`src/rtl/pcie_rq_arbiter.sv`:
```
`default_nettype none
// ============================================================================
// Module   : pcie_rq_arbiter
// Purpose  : Packet-granular round-robin sharing of the PCIe RQ port between
//            NUM_REQ requesters, with tag-based steering of RC completions.
//            Optional RQ_TAG_REMAP_EN overwrites the tag MSBs with the grant.
// Revision : 1.0  initial release
// ============================================================================
module pcie_rq_arbiter #(
    parameter int NUM_REQ             = 4,
    parameter int C_DATA_WIDTH        = 128,
    parameter int KEEP_WIDTH          = C_DATA_WIDTH / 32,
    parameter int AXI4_RQ_TUSER_WIDTH = 62,
    parameter int AXI4_RC_TUSER_WIDTH = 75,
    parameter int SEL_BITS            = 2
) (
    input  logic                                   user_clk,
    input  logic                                   user_reset,
    input  logic                                   user_lnk_up,

    input  logic [NUM_REQ*C_DATA_WIDTH-1:0]        req_tdata,
    input  logic [NUM_REQ*KEEP_WIDTH-1:0]          req_tkeep,
    input  logic [NUM_REQ*AXI4_RQ_TUSER_WIDTH-1:0] req_tuser,
    input  logic [NUM_REQ-1:0]                     req_tlast,
    input  logic [NUM_REQ-1:0]                     req_tvalid,
    output logic [NUM_REQ-1:0]                     req_tready,

    output logic [C_DATA_WIDTH-1:0]                s_axis_rq_tdata,
    output logic [KEEP_WIDTH-1:0]                  s_axis_rq_tkeep,
    output logic [AXI4_RQ_TUSER_WIDTH-1:0]         s_axis_rq_tuser,
    output logic                                   s_axis_rq_tlast,
    output logic                                   s_axis_rq_tvalid,
    input  logic [3:0]                             s_axis_rq_tready,

    input  logic [C_DATA_WIDTH-1:0]                m_axis_rc_tdata,
    input  logic [AXI4_RC_TUSER_WIDTH-1:0]         m_axis_rc_tuser,
    input  logic [KEEP_WIDTH-1:0]                  m_axis_rc_tkeep,
    input  logic                                   m_axis_rc_tlast,
    input  logic                                   m_axis_rc_tvalid,
    output logic                                   m_axis_rc_tready,

    output logic [C_DATA_WIDTH-1:0]                cpl_tdata,
    output logic [AXI4_RC_TUSER_WIDTH-1:0]         cpl_tuser,
    output logic [KEEP_WIDTH-1:0]                  cpl_tkeep,
    output logic                                   cpl_tlast,
    output logic [NUM_REQ-1:0]                     cpl_tvalid,
    input  logic [NUM_REQ-1:0]                     cpl_tready,

    output logic [NUM_REQ-1:0]                     grant,
    output logic                                   rc_drop
);

    localparam int                  c_rq_tag_msb = 103;
    localparam int                  c_rc_tag_msb = 71;
    localparam logic [SEL_BITS-1:0] c_last_idx   = SEL_BITS'(NUM_REQ - 1);
    localparam logic [SEL_BITS:0]   c_num_req    = (SEL_BITS+1)'(NUM_REQ);

    typedef enum logic [0:0] {
        ARB_IDLE   = 1'b0,
        ARB_LOCKED = 1'b1
    } arb_state_t;

    arb_state_t          r_state;
    arb_state_t          w_state_nxt;
    logic [SEL_BITS-1:0] r_rr_ptr;
    logic [SEL_BITS-1:0] r_grant_idx;
    logic                r_rq_sop;
    logic                r_rc_in_pkt;
    logic [SEL_BITS-1:0] r_rc_sel;

    logic                w_rst;
    logic                w_pick_valid;
    logic [SEL_BITS-1:0] w_pick_idx;
    logic [SEL_BITS:0]   w_j;
    logic                w_rq_beat;
    logic [SEL_BITS-1:0] w_rc_sel;
    logic                w_rc_hit;
    logic                w_rc_beat;
    logic                w_unused_tready;

    // A dropped link is treated exactly like a reset.
    assign w_rst           = user_reset | ~user_lnk_up;
    assign w_unused_tready = ^s_axis_rq_tready[3:1];

    // Walk from the highest offset down so the nearest valid requester wins.
    always_comb begin
        w_pick_valid = 1'b0;
        w_pick_idx   = '0;
        w_j          = '0;
        for (int k = NUM_REQ - 1; k >= 0; k--) begin
            w_j = {1'b0, r_rr_ptr} + (SEL_BITS+1)'(k);
            if (w_j >= c_num_req) begin
                w_j = w_j - c_num_req;
            end
            if (req_tvalid[w_j[SEL_BITS-1:0]]) begin
                w_pick_valid = 1'b1;
                w_pick_idx   = w_j[SEL_BITS-1:0];
            end
        end
    end

    assign w_rq_beat = s_axis_rq_tvalid & s_axis_rq_tready[0];

    always_comb begin
        w_state_nxt = r_state;
        case (r_state)
            ARB_IDLE:   if (w_pick_valid) w_state_nxt = ARB_LOCKED;
            ARB_LOCKED: if (w_rq_beat && s_axis_rq_tlast) w_state_nxt = ARB_IDLE;
            default:    w_state_nxt = ARB_IDLE;
        endcase
    end

    always_ff @(posedge user_clk) begin
        if (w_rst) begin
            r_state     <= ARB_IDLE;
            r_rr_ptr    <= '0;
            r_grant_idx <= '0;
            r_rq_sop    <= 1'b0;
        end else begin
            r_state <= w_state_nxt;
            if (r_state == ARB_IDLE) begin
                r_rq_sop <= 1'b1;
                if (w_pick_valid) begin
                    r_grant_idx <= w_pick_idx;
                end
            end else if (w_rq_beat) begin
                r_rq_sop <= 1'b0;
                if (s_axis_rq_tlast) begin
                    r_rr_ptr <= (r_grant_idx == c_last_idx) ? '0 : r_grant_idx + 1'b1;
                end
            end
        end
    end

    always_comb begin
        s_axis_rq_tdata  = '0;
        s_axis_rq_tkeep  = '0;
        s_axis_rq_tuser  = '0;
        s_axis_rq_tlast  = 1'b0;
        s_axis_rq_tvalid = 1'b0;
        req_tready       = '0;
        grant            = '0;
        if (r_state == ARB_LOCKED && !w_rst) begin
            s_axis_rq_tdata  = req_tdata[r_grant_idx*C_DATA_WIDTH +: C_DATA_WIDTH];
            s_axis_rq_tkeep  = req_tkeep[r_grant_idx*KEEP_WIDTH +: KEEP_WIDTH];
            s_axis_rq_tuser  = req_tuser[r_grant_idx*AXI4_RQ_TUSER_WIDTH +: AXI4_RQ_TUSER_WIDTH];
            s_axis_rq_tlast  = req_tlast[r_grant_idx];
            s_axis_rq_tvalid = req_tvalid[r_grant_idx];
            req_tready[r_grant_idx] = s_axis_rq_tready[0];
            grant[r_grant_idx]      = 1'b1;
`ifdef RQ_TAG_REMAP_EN
            // Only the descriptor beat carries the tag.
            if (r_rq_sop) begin
                s_axis_rq_tdata[c_rq_tag_msb -: SEL_BITS] = r_grant_idx;
            end
`endif
        end
    end

    // Route is taken from the first beat and held for the whole completion.
    assign w_rc_sel  = r_rc_in_pkt ? r_rc_sel : m_axis_rc_tdata[c_rc_tag_msb -: SEL_BITS];
    assign w_rc_hit  = ({1'b0, w_rc_sel} < c_num_req);
    assign w_rc_beat = m_axis_rc_tvalid & m_axis_rc_tready;

    assign cpl_tdata = m_axis_rc_tdata;
    assign cpl_tuser = m_axis_rc_tuser;
    assign cpl_tkeep = m_axis_rc_tkeep;
    assign cpl_tlast = m_axis_rc_tlast;

    always_comb begin
        cpl_tvalid       = '0;
        m_axis_rc_tready = 1'b0;
        rc_drop          = 1'b0;
        if (!w_rst && m_axis_rc_tvalid) begin
            if (w_rc_hit) begin
                cpl_tvalid[w_rc_sel] = 1'b1;
                m_axis_rc_tready     = cpl_tready[w_rc_sel];
            end else begin
                m_axis_rc_tready = 1'b1;
                rc_drop          = ~r_rc_in_pkt;
            end
        end
    end

    always_ff @(posedge user_clk) begin
        if (w_rst) begin
            r_rc_in_pkt <= 1'b0;
            r_rc_sel    <= '0;
        end else if (w_rc_beat) begin
            r_rc_in_pkt <= ~m_axis_rc_tlast;
            r_rc_sel    <= w_rc_sel;
        end
    end

endmodule
`default_nettype wire

```
`config.mk`:
```
export PLATFORM = sky130hd
export DESIGN_NAME = pcie_rq_arbiter
export DESIGN_NICKNAME = d
export VERILOG_FILES = /design/src/rtl/pcie_rq_arbiter.sv
export SDC_FILE = /design/constraint.sdc
export NUM_CORES = 1
export LEC_CHECK = 0
export CAP_MARGIN = 25
export CORE_AREA = 2 2 558 560
export CTS_BUF_LIST = sky130_fd_sc_hd__clkbuf_2
export DETAILED_ROUTE_END_ITERATION = 16
export DIE_AREA = 0 0 560 562
export MAX_ROUTING_LAYER = met4
export PLACE_DENSITY_LB_ADDON = 0.08
export REMOVE_ABC_BUFFERS = 1
export SETUP_SLACK_MARGIN = 0.02
export SYNTH_ARGS = -nofsm -noshare
export SYNTH_HDL_FRONTEND = slang
export SYNTH_SLANG_ARGS = --single-unit
```
`constraint.sdc`:
```
create_clock -name user_clk -period 4.1 [get_ports user_clk]
set_input_delay 0.41 -clock user_clk [delete_from_list [all_inputs] [get_ports user_clk]]
set_output_delay 0.41 -clock user_clk [all_outputs]
set_load 0.01 [all_outputs]
```
-- After elaboration in Yosys (flattened, before gate mapping)
Index checks and enable logic that the tools add are counted.
- equal/unequal tests: 1
- mux-type cells: 44
- reductions and logical operators: 8
- $add $sub $neg: 8
- bitwise gates (word level): 7
- shift-type cells: 3
- magnitude comparators: 12
- multipliers: 1
- operators with widths (cell ; count):
    512-bit by 10-bit indexed part select with 128-bit output ; 1
    248-bit by 9-bit indexed part select with 62-bit output ; 1
    128-bit 2-to-1 mux ; 1
    62-bit 2-to-1 mux ; 1
    2-bit 2-to-1 mux ; 10
    2-bit by 3-bit < comparator with 1-bit output (second input constant) ; 6
    1-bit 2-to-1 mux ; 18
    4-bit 2-to-1 mux ; 4
    16-bit by 5-bit indexed part select with 4-bit output ; 1
    1-bit binary-select mux with 2-bit select ; 7
    3-bit >= comparator (second input constant) ; 3
    2-bit by 1-bit subtractor with 2-bit output (second input constant) ; 4
    2-bit by 5-bit multiplier with 7-bit output (second input constant) ; 1
    2-bit by 2-bit adder with 3-bit output (second input constant) ; 2
    1-bit logical AND ; 5
    4-bit bitwise AND ; 1
    1-bit demux with 2-bit select ; 2
    2-bit by 1-bit >= comparator with 1-bit output (second input constant) ; 2
    2-bit by 1-bit adder with 3-bit output (second input constant) ; 1
    2-bit by 3-bit >= comparator with 1-bit output (second input constant) ; 1
    1-bit NOT ; 3
    3-bit AND reduction ; 1
    2-bit by 1-bit adder with 2-bit output (second input constant) ; 1
    1-bit bitwise AND ; 2
    other kinds (5) ; 5
- output and inout bits: 418
- word-level logic and storage cells: 89
- input bits: 1004
- register bits: 8

-- Depth between registers and ports, before layout
Gate-level depths: netlist of run 1.
- depth in word-level cells: 11
- gate-level depth with buffers: 7
- gate-level depth less buffers: 4

-- Worst setup path before layout of run 1
OpenSTA, ideal clock, no wires.
- kind: flip-flop to output port
- from: register r_grant_idx[0]
- to: output port s_axis_rq_tdata[110]
- required time: 3.690 ns
- buffers on the path: 3
- stages on the path, launching flop included: 6
- path slack: 2.184 ns
- arrival: 1.506 ns
- path through: dfxtp_1 > buf_6 > buf_6 > buf_6 > mux4_2 > and2_1
- longest elaborated chain between the ends: 2
- ends and longest elaborated chain (item ; RTL line ; source):
    start: declaration ; 66 ; logic [SEL_BITS-1:0] r_grant_idx;
    start signal: assignment ; 124 ; r_grant_idx <= w_pick_idx;
    512-bit by 10-bit indexed part select with 128-bit output ; 144 ; s_axis_rq_tdata = req_tdata[r_grant_idx*C_DATA_WIDTH +: C_DATA_WIDTH];
    128-bit 2-to-1 mux ; 143 ; if (r_state == ARB_LOCKED && !w_rst) begin
    end: declaration ; 28 ; output logic [C_DATA_WIDTH-1:0] s_axis_rq_tdata,
Every way passes these cells.

-- Worst setup path after layout of run 1
- from: register r_grant_idx[0]
- to: output port s_axis_rq_tuser[8]
- longest elaborated chain between the ends: 3
- ends and longest elaborated chain (item ; RTL line ; source):
    2-bit by 5-bit multiplier with 7-bit output ; 146 ; s_axis_rq_tuser = req_tuser[r_grant_idx*AXI4_RQ_TUSER_WIDTH +: AXI4_RQ_TUSER_WIDTH];
    248-bit by 9-bit indexed part select with 62-bit output ; 146 ;
    62-bit 2-to-1 mux ; 143 ;
    end: declaration ; 30 ; output logic [AXI4_RQ_TUSER_WIDTH-1:0] s_axis_rq_tuser,
Every way passes these cells.

==> results of run 1 <==
layer usage:
metal  up-vias  wire [microns]
li1       4268               -
met1      5472           72100
met2      1387           75800
met3        48           32100
met4         0             540
met5         -               0
area by class of cell:
cell class / instances / share of cell area (%)
Multi-Input combinational cell: 465 / 27.8
Inverter: 7 / 0.119
Clock buffer: 4 / 0.0909
Timing Repair Buffer: 1041 / 47.2
Sequential cell: 8 / 0.761
Antenna cell: 51 / 0.580
Tap cell: 4120 / 23.4
critical path, stage by stage (launching register included):
cell,delay [ps]
dfxtp_4,860
buf_12,280
mux4_2,620
and2_1,230
clkdlybuf4s50_1,770
state kept, by name, indices dropped and copies added (netlist names):
name / flops
r_rr_ptr: 2
r_rc_sel: 2
r_rc_in_pkt: 1
r_state: 1
r_grant_idx: 2
path summary, 6_finish.rpt:
| kind | end | startpoint | slack, ps | cells after the start |
|---|---|---|---|---|
| worst max-delay path | s_axis_rq_tuser[8] | r_grant_idx[0] | 610 | 4 |
| worst min-delay path | r_rc_sel[0] | r_rc_sel[0] | 550 | 2 |
| worst max register to register | r_rr_ptr[1] | r_grant_idx[0] | 1510 | 5 |
| worst min register to register | r_rc_sel[0] | r_rc_sel[0] | 550 | 2 |
where the power goes:
| group | switching, mW | leakage, nW | internal, mW |
|---|---|---|---|
| Clock | 0.0317 | 0.0169 | 0.0259 |
| Sequential | 0.0128 | 0.0665 | 0.0788 |
| Combinational | 0.541 | 5.97 | 0.983 |
cell families after synthesis:
group,Yosys count,share of synthesized area [%]
buffers and inverters,285,24.2
AND/OR/NAND/NOR,239,17.7
multiplexers,200,53.7
AO/OA/AOI/OAI,21,1.74
flip-flops,8,1.93
adder cells (fa/ha/maj),4,0.604
other,1,0.0452
cells in the mapped netlist (2+ instances only):
cell type and count:
buf_4 210, and4b_1 2, ha_1 4, buf_2 28
a31oi_1 4, o221ai_1 2, nor2b_1 3, mux2i_1 4
and3_1 5, dfxtp_1 8, inv_1 7, a211o_1 2
buf_1 3, a21o_1 3, a21oi_1 6, nand2_1 8
nor2_1 10, and2_1 200, a41oi_1 2, nand2b_1 3
mux4_2 196, buf_6 15, clkbuf_1 22
through the flow:
step / cells / hold WS (ps) / TNS (ps) / utilization [%] / area, sq um
after detailed placement: 5641 / 531 / 0 / 7.09 / 21900
after global placement: 5641 / 551 / 0 / 7.09 / 21900
final: 5696 / 546 / 0 / 7.14 / 22000
after global routing: 5690 / 590 / 0 / 7.14 / 22000
after CTS: 5645 / 544 / 0 / 7.10 / 21900
after floorplan: 480 / 474 / -1097820 / - / 6310
placed cells by master (no fill, tap or decap), drive strengths merged, types with 2 or more instances in the layout:
cell	instances
buf	73
a21oi	6
nor2b	3
a41oi	2
nand4	2
clkbuf	4
a21o	3
and4b	2
and3	5
a211o	2
nand2b	3
diode	51
ha	4
mux4	196
inv	7
a31oi	4
and2	200
dfxtp	8
o221ai	2
mux2i	4
nor2	10
nand2	8
clkdlybuf4s50	968
==> flow_summary.yaml, run 1 <==
outcome:
  outcome: "complete, no violations"
place:
  dp_hpwl_microns: 156000
  pre_cts_ws_ps: 596
  io_buffers: 1007
  gp_congestion: 0.831
sta:
  worst_pin_slew_ps: 880
  grt_setup_unrepaired: "no"
  setup_viol: 0
  setup_slack_ps: 607
  slew_headroom_pct: 41.3
  fmax_mhz: 286
  fin_skew_ps: 7.50
  hold_viol_final: 0
  fin_crit_ps: 3490
  fin_crit_sh_pct: 85.2
  slew_viol_final: 0
routing:
  routed_via_density: 1.96
  vias: 11175
  final_antenna_net_count: 0
  wl_per_cell_microns: 31.7
  dr.pass1.iters: 4
  drt_iter0_markers: 609
  drcViolationCount: 0
  drt-total-wl_microns: 181000
power_and_ir_drop:
  power.leakage_nw: 6.05
  p_per_area_mw_per_mm2: 76.0
  irDropWorstVdd_mv: 0.0391
  power.total_mw: 1.67
grt:
  grt_usage_pct: 11.3
  grt_pass1_vias: 12380
  grt_busiest_layer: "met2"
  met1_usage_pct: 12.5
  grt_pass1_wl_microns: 210000
  grt_max_degree: 61
  use_met2_pct: 16.5
  grtUsageMet3_pct: 9.12
  grt_overflow: 0
  antenna_found_initial: 84
synth:
  synth_cells: 758
  yosysTopAreaCellShare_pct: 53.3
  ys_seq_elements: 8
  yosysWarnings: 0
  avgSynthCellArea_sq_um: 10.9
  synth_async_sr_flop_share_pct: 0
  synth_edf_count: 0
  yosysTopAreaCell: "mux4_2"
  syn-cell-area_sq_mm: 0.00829
  ys.flop_type: "dfxtp_1"
  synth_cell_type_count: 34
  yosys-top-cells-area: "mux4_2 53%, buf_4 19%, and2_1 15%"
  seq_area_frac_synth_pct: 1.93
critical_path:
  crit_path_max_fanout: 23
  cp.arrival_ps: 3080
  worstSetupEndpointType: "output pin"
  critPathKind: "register to output pin"
  cp.required_ps: 3690
  cp-start-kind: "register"
floorplanning:
  dieWidth_microns: 560
  io-pin-count: 1422
  core_sq_mm: 0.308
  die_h_microns: 562
  initial_core_util_pct: 2.69
  dieArea_sq_mm: 0.315
  rows: 204
cts:
  numClockSinks: 8
  clk_latency_ps: 240
  htree_levels: 1
  cts_root_buffer: "clkbuf_2"
  cts_buffers: 3
  path_clk_slew_ps: 100
  clk_path_buf_depth: 2
  cts_tree: "built"
  postCtsSetupRepairBufs: 0
  ctsResizeCount: 0
  holdBufCountCts: 0
cells_and_area:
  layout.nets: 2534
  fillers: 36196
  multi_input_area_sq_mm: 0.00613
  area_growth_pct: 166
  drive_gt1_share_pct: 18.2
  regArea_sq_um: 168
worst_hold_path:
  min_path_type: "register to register"
flow_run:
  cap_violations: 0
Power figures use the tool's default switching activity.
==> inputs of run 2 (changes only) <==
--- a/config.mk
+++ b/config.mk
@@ -6,10 +6,10 @@
 export NUM_CORES = 1
 export LEC_CHECK = 0
 export CAP_MARGIN = 25
-export CORE_AREA = 2 2 558 560
+export CORE_AREA = 2 2 550 552
 export CTS_BUF_LIST = sky130_fd_sc_hd__clkbuf_2
 export DETAILED_ROUTE_END_ITERATION = 16
-export DIE_AREA = 0 0 560 562
+export DIE_AREA = 0 0 552 554
 export MAX_ROUTING_LAYER = met4
 export PLACE_DENSITY_LB_ADDON = 0.08
 export REMOVE_ABC_BUFFERS = 1
==> constraint.sdc (replaced) <==
create_clock -name user_clk -period 3.9 [get_ports user_clk]
set_input_delay 0.39 -clock user_clk [delete_from_list [all_inputs] [get_ports user_clk]]
set_output_delay 0.39 -clock user_clk [all_outputs]
set_load 0.01 [all_outputs]
==> run 2 against run 1 <==
Sequential share of layout area is essentially flat. Utilization up 0.27 points. Clock power increased by 2%. Via count increased by 1.4%. Final area is 0.72% higher. Register-to-register slack better by 260 ps. Hold slack about the same. Critical path type unchanged. Highest routed layer unchanged.
==> flow_summary.yaml, run 2 (same netlist as run 1, synthesis figures left out) <==
cells_and_area:
  fin_util_pct: 7.41
  drive_gt1_share_pct: 19.6
  fin_area_sq_mm: 0.0222
  top_regs: "r_grant_idx (2), r_rc_sel (2), r_rr_ptr (2)"
  fillers: 34916
  stdcell_count: 5530
  mostFrequentLayoutCell: "clkdlybuf4s50_1"
  regArea_sq_um: 168
  layout.nets: 2541
  multi_input_area_sq_mm: 0.00613
  area_growth_pct: 168
  final_cell_mix: "952 x clkdlybuf4s50_1, 200 x and2_1, 196 x mux4_2, 53 x buf_4, 43 x buf_12"
floorplanning:
  io-pin-count: 1422
  initial_core_util_pct: 2.77
  dieArea_sq_mm: 0.306
  core_sq_mm: 0.299
  rows: 201
  die_h_microns: 554
  dieWidth_microns: 552
grt:
  grt_pass1_wl_microns: 205000
  antenna_found_initial: 84
  grt_usage_pct: 11.2
  grt_overflow: 0
  grt_pass1_vias: 12473
  grt_max_degree: 45
sta:
  slew_viol_final: 0
  worst_pin_slew_ps: 586
  setup_slack_ps: 673
  grt_setup_unrepaired: "no"
  timing.hold.ws_ps: 546
  fin_crit_sh_pct: 82.8
  slew_headroom_pct: 60.9
  fin_skew_ps: 16.8
  fin_crit_ps: 3230
  setup_tns_ps: 0
  hold_viol_final: 0
  fmax_mhz: 310
  setup_viol: 0
power_and_ir_drop:
  irDropWorstVdd_mv: 0.0332
  netSwitchingPower_mw: 0.580
  switching_share_pct: 33.4
  pwr-share-comb_pct: 91.2
  pwr-share-clk_pct: 3.4
  p_seq_share_pct: 5.4
  power.total_mw: 1.74
  power.leakage_nw: 6.20
  p_per_area_mw_per_mm2: 78.3
  p_int_mw: 1.16
routing:
  wl_per_cell_microns: 31.4
  drt_iter0_markers: 632
  dr.pass1.iters: 5
  vias: 11337
  final_antenna_net_count: 0
  routed_via_density: 2.05
  drt-total-wl_microns: 174000
  drcViolationCount: 0
place:
  gp_congestion: 0.896
  io_buffers: 1007
  dp_hpwl_microns: 150000
  pre_cts_ws_ps: 599
  placedCellCount: 5486
  dpl_cell_area_sq_mm: 0.0221
critical_path:
  cp.arrival_ps: 2840
  critPathKind: "register to output pin"
  critPathTopFamily: "buffers and inverters"
  slowest_stage: "dfxtp_4"
  r2r_setup_slack_ps: 1770
  cpMostUsedCell: "buf_12"
  cp_num_buf_inv: 3
  crit_path_max_fanout: 19
  worstPathCellList: "buf_12, buf_12, mux4_2, and2_1, clkdlybuf4s50_1"
  crit_cells: 5
  cp-start-kind: "register"
  critPathMaxStageDelay_ps: 690
  cp.required_ps: 3510
  worstSetupEndpointType: "output pin"
  reg2reg_depth: 5
worst_hold_path:
  hold_depth: 2
  min_path_type: "register to register"
cts:
  cts_tree: "built"
  cts_root_buffer: "clkbuf_2"
  clk_path_buf_depth: 2
  postCtsSetupRepairBufs: 0
  cts_buffers: 3
  htree_levels: 1
  path_clk_slew_ps: 100
  holdBufCountCts: 0
  numClockSinks: 8
  clk_latency_ps: 240
  ctsResizeCount: 0
outcome:
  outcome: "complete, no violations"
flow_run:
  cap_violations: 0
run 2: cell count changes in the layout (fill, tap and decap cells not counted), sizes merged:
cell           delta
diode            -11
buf              +23
clkdlybuf4s50    -16
run 2: final cells by class:
cell class,count,share of cell area (%)
well taps,3958,22.3
clock buffers,4,0.0903
multi-input cells,465,27.6
flip-flops and latches,8,0.756
inverters,7,0.118
diodes,40,0.451
repair buffers,1048,48.6
run 2: path summary, 6_finish.rpt:
kind,from,to
worst max-delay path,r_grant_idx[0],s_axis_rq_tuser[9]
worst min-delay path,r_rc_sel[1],r_rc_sel[1]
worst max register to register,r_grant_idx[0],r_rr_ptr[0]
worst min register to register,r_rc_sel[1],r_rc_sel[1]
run 2: metal layers:
metal / share of wire (%) / vias to the layer above / wire, microns / track usage (%)
met1: 38 / 5583 / 66400 / 11.9
met4: 0.41 / 0 / 707 / 0.313
li1: - / 4273 / - / -
met5: 0 / - / 0 / -
met3: 19 / 44 / 32600 / 9.45
met2: 43 / 1437 / 74100 / 16.6
run 2: power by group through the flow:
stage / Clock (mW) / Combinational, mW / Sequential, mW
2_1_floorplan: 0 / 0.394 / 0.129
3_3_place_gp: 0 / 1.65 / 0.0970
3_5_place_dp: 0 / 1.65 / 0.0973
4_1_cts: 0.0640 / 1.66 / 0.0955
5_1_grt: 0.0666 / 1.69 / 0.0954
6_report: 0.0587 / 1.58 / 0.0935
run 2: worst min-delay path, cell delays in order, from the launching register on:
cell	delay, ps
dfxtp_1	370
nand2_1	70
mux2i_1	60
==> inputs of run 3 (changes only) <==
==> constraint.sdc (replaced) <==
create_clock -name user_clk -period 3.2 [get_ports user_clk]
set_input_delay 0.32 -clock user_clk [delete_from_list [all_inputs] [get_ports user_clk]]
set_output_delay 0.32 -clock user_clk [all_outputs]
set_load 0.01 [all_outputs]
==> run 3 against run 2 <==
Final cell count shrank 0.14%. Routed wire length shrank 1.1%. Sequential share of layout area is essentially flat. Clock-buffer cell count is the same. First-iteration DRC count shrank 14%. Largest power group unchanged.
==> flow_summary.yaml, run 3 (same netlist as run 1, synthesis figures left out) <==
routing:
  final_antenna_net_count: 0
  wl_per_cell_microns: 31.1
  drt_iter0_markers: 546
  vias: 11270
  routed_via_density: 2.04
  drcViolationCount: 0
  drt-total-wl_microns: 172000
  dr.pass1.iters: 5
place:
  dp_hpwl_microns: 148000
  io_buffers: 1007
  gp_congestion: 0.887
  placedCellCount: 5482
  pre_cts_ws_ps: 352
  dpl_cell_area_sq_mm: 0.0224
cells_and_area:
  final_cell_mix: "922 x clkdlybuf4s50_1, 200 x and2_1, 196 x mux4_2, 78 x buf_12, 44 x buf_4"
  area_growth_pct: 172
  mostFrequentLayoutCell: "clkdlybuf4s50_1"
  multi_input_area_sq_mm: 0.00613
  fillers: 34860
  drive_gt1_share_pct: 21.3
  top_regs: "r_grant_idx (2), r_rc_sel (2), r_rr_ptr (2)"
  fin_area_sq_mm: 0.0225
  layout.nets: 2537
  stdcell_count: 5522
  regArea_sq_um: 168
floorplanning:
  rows: 201
  io-pin-count: 1422
  die_h_microns: 554
  dieArea_sq_mm: 0.306
  core_sq_mm: 0.299
  initial_core_util_pct: 2.77
  dieWidth_microns: 552
cts:
  ctsResizeCount: 0
  numClockSinks: 8
  postCtsSetupRepairBufs: 0
  cts_tree: "built"
  path_clk_slew_ps: 100
  clk_path_buf_depth: 2
  cts_buffers: 3
  htree_levels: 1
  holdBufCountCts: 0
  cts_root_buffer: "clkbuf_2"
  clk_latency_ps: 250
power_and_ir_drop:
  p_int_mw: 1.42
  p_seq_share_pct: 4.9
  p_per_area_mw_per_mm2: 94.9
  switching_share_pct: 33.5
  pwr-share-comb_pct: 91.5
  pwr-share-clk_pct: 3.6
  power.leakage_nw: 6.34
  irDropWorstVdd_mv: 0.0411
  netSwitchingPower_mw: 0.715
sta:
  fin_crit_ps: 2960
  slew_headroom_pct: 56.4
  worst_pin_slew_ps: 655
  fmax_mhz: 338
  slew_viol_final: 0
  fin_crit_sh_pct: 92.5
  hold_viol_final: 0
  timing.hold.ws_ps: 541
  setup_slack_ps: 239
  fin_skew_ps: 10.6
  grt_setup_unrepaired: "no"
  setup_viol: 0
critical_path:
  cp.arrival_ps: 2640
  crit-reg2reg-launch: "r_grant_idx[0]"
  crit_path_max_fanout: 65
  cp.required_ps: 2880
  worstSetupEndpointType: "output pin"
  cp-start-kind: "register"
  cp-startpoint: "r_grant_idx[0]"
  critPathKind: "register to output pin"
worst_hold_path:
  min_path_type: "register to register"
  hold_start: "r_rc_sel[0]"
outcome:
  outcome: "complete, no violations"
grt:
  grt_pass1_wl_microns: 203000
  grt_max_degree: 66
  grt_usage_pct: 11.1
  grt_overflow: 0
  antenna_found_initial: 71
  grt_pass1_vias: 12193
flow_run:
  cap_violations: 0
==> run 3: worst max-delay path, stage by stage, from the launching register on <==
cell             delay, ps
dfxtp_4                390
buf_12                 400
mux4_2                 700
and2_1                 230
clkdlybuf4s50_1        540
==> run 3: routing by layer <==
layer / wire, microns / GRT usage [%]
met1: 64800 / 11.6
met3: 33000 / 9.71
met4: 934 / 0.432
met2: 73300 / 16.4
met5: 0 / -
==> run 3: final cells by class <==
type	count	area share, %
flip-flops and latches	8	0.745
repair buffers	1044	49.4
inverters	7	0.117
multi-input cells	465	27.2
clock buffers	4	0.0890
well taps	3958	22.0
diodes	36	0.400
==> run 3: worst paths after layout <==
| path | to | slack (ps) | cells past startpoint |
|---|---|---|---|
| max | s_axis_rq_tuser[50] | 240 | 4 |
| min reg2reg | r_rc_sel[0] | 540 | 2 |
| max reg2reg | r_rr_ptr[0] | 1140 | 5 |
| min | r_rc_sel[0] | 540 | 2 |
==> run 3: stage by stage <==
step | total power [mW] | setup TNS (ps) | util [%]
finish | 2.13 | 0 | 7.52
detailed placement | 2.14 | 0 | 7.48
floorplan | 0.638 | -1267560 | -
global route | 2.28 | 0 | 7.52
CTS | 2.23 | 0 | 7.49
global placement | 2.14 | 0 | 7.48
==> run 3: power groups by stage <==
stage / sequential, mW / clock [mW] / combinational (mW)
5_1_grt: 0.106 / 0.0868 / 2.08
3_5_place_dp: 0.107 / 0 / 2.03
6_report: 0.105 / 0.0762 / 1.95
2_1_floorplan: 0.157 / 0 / 0.481
4_1_cts: 0.105 / 0.0787 / 2.04
3_3_place_gp: 0.107 / 0 / 2.03
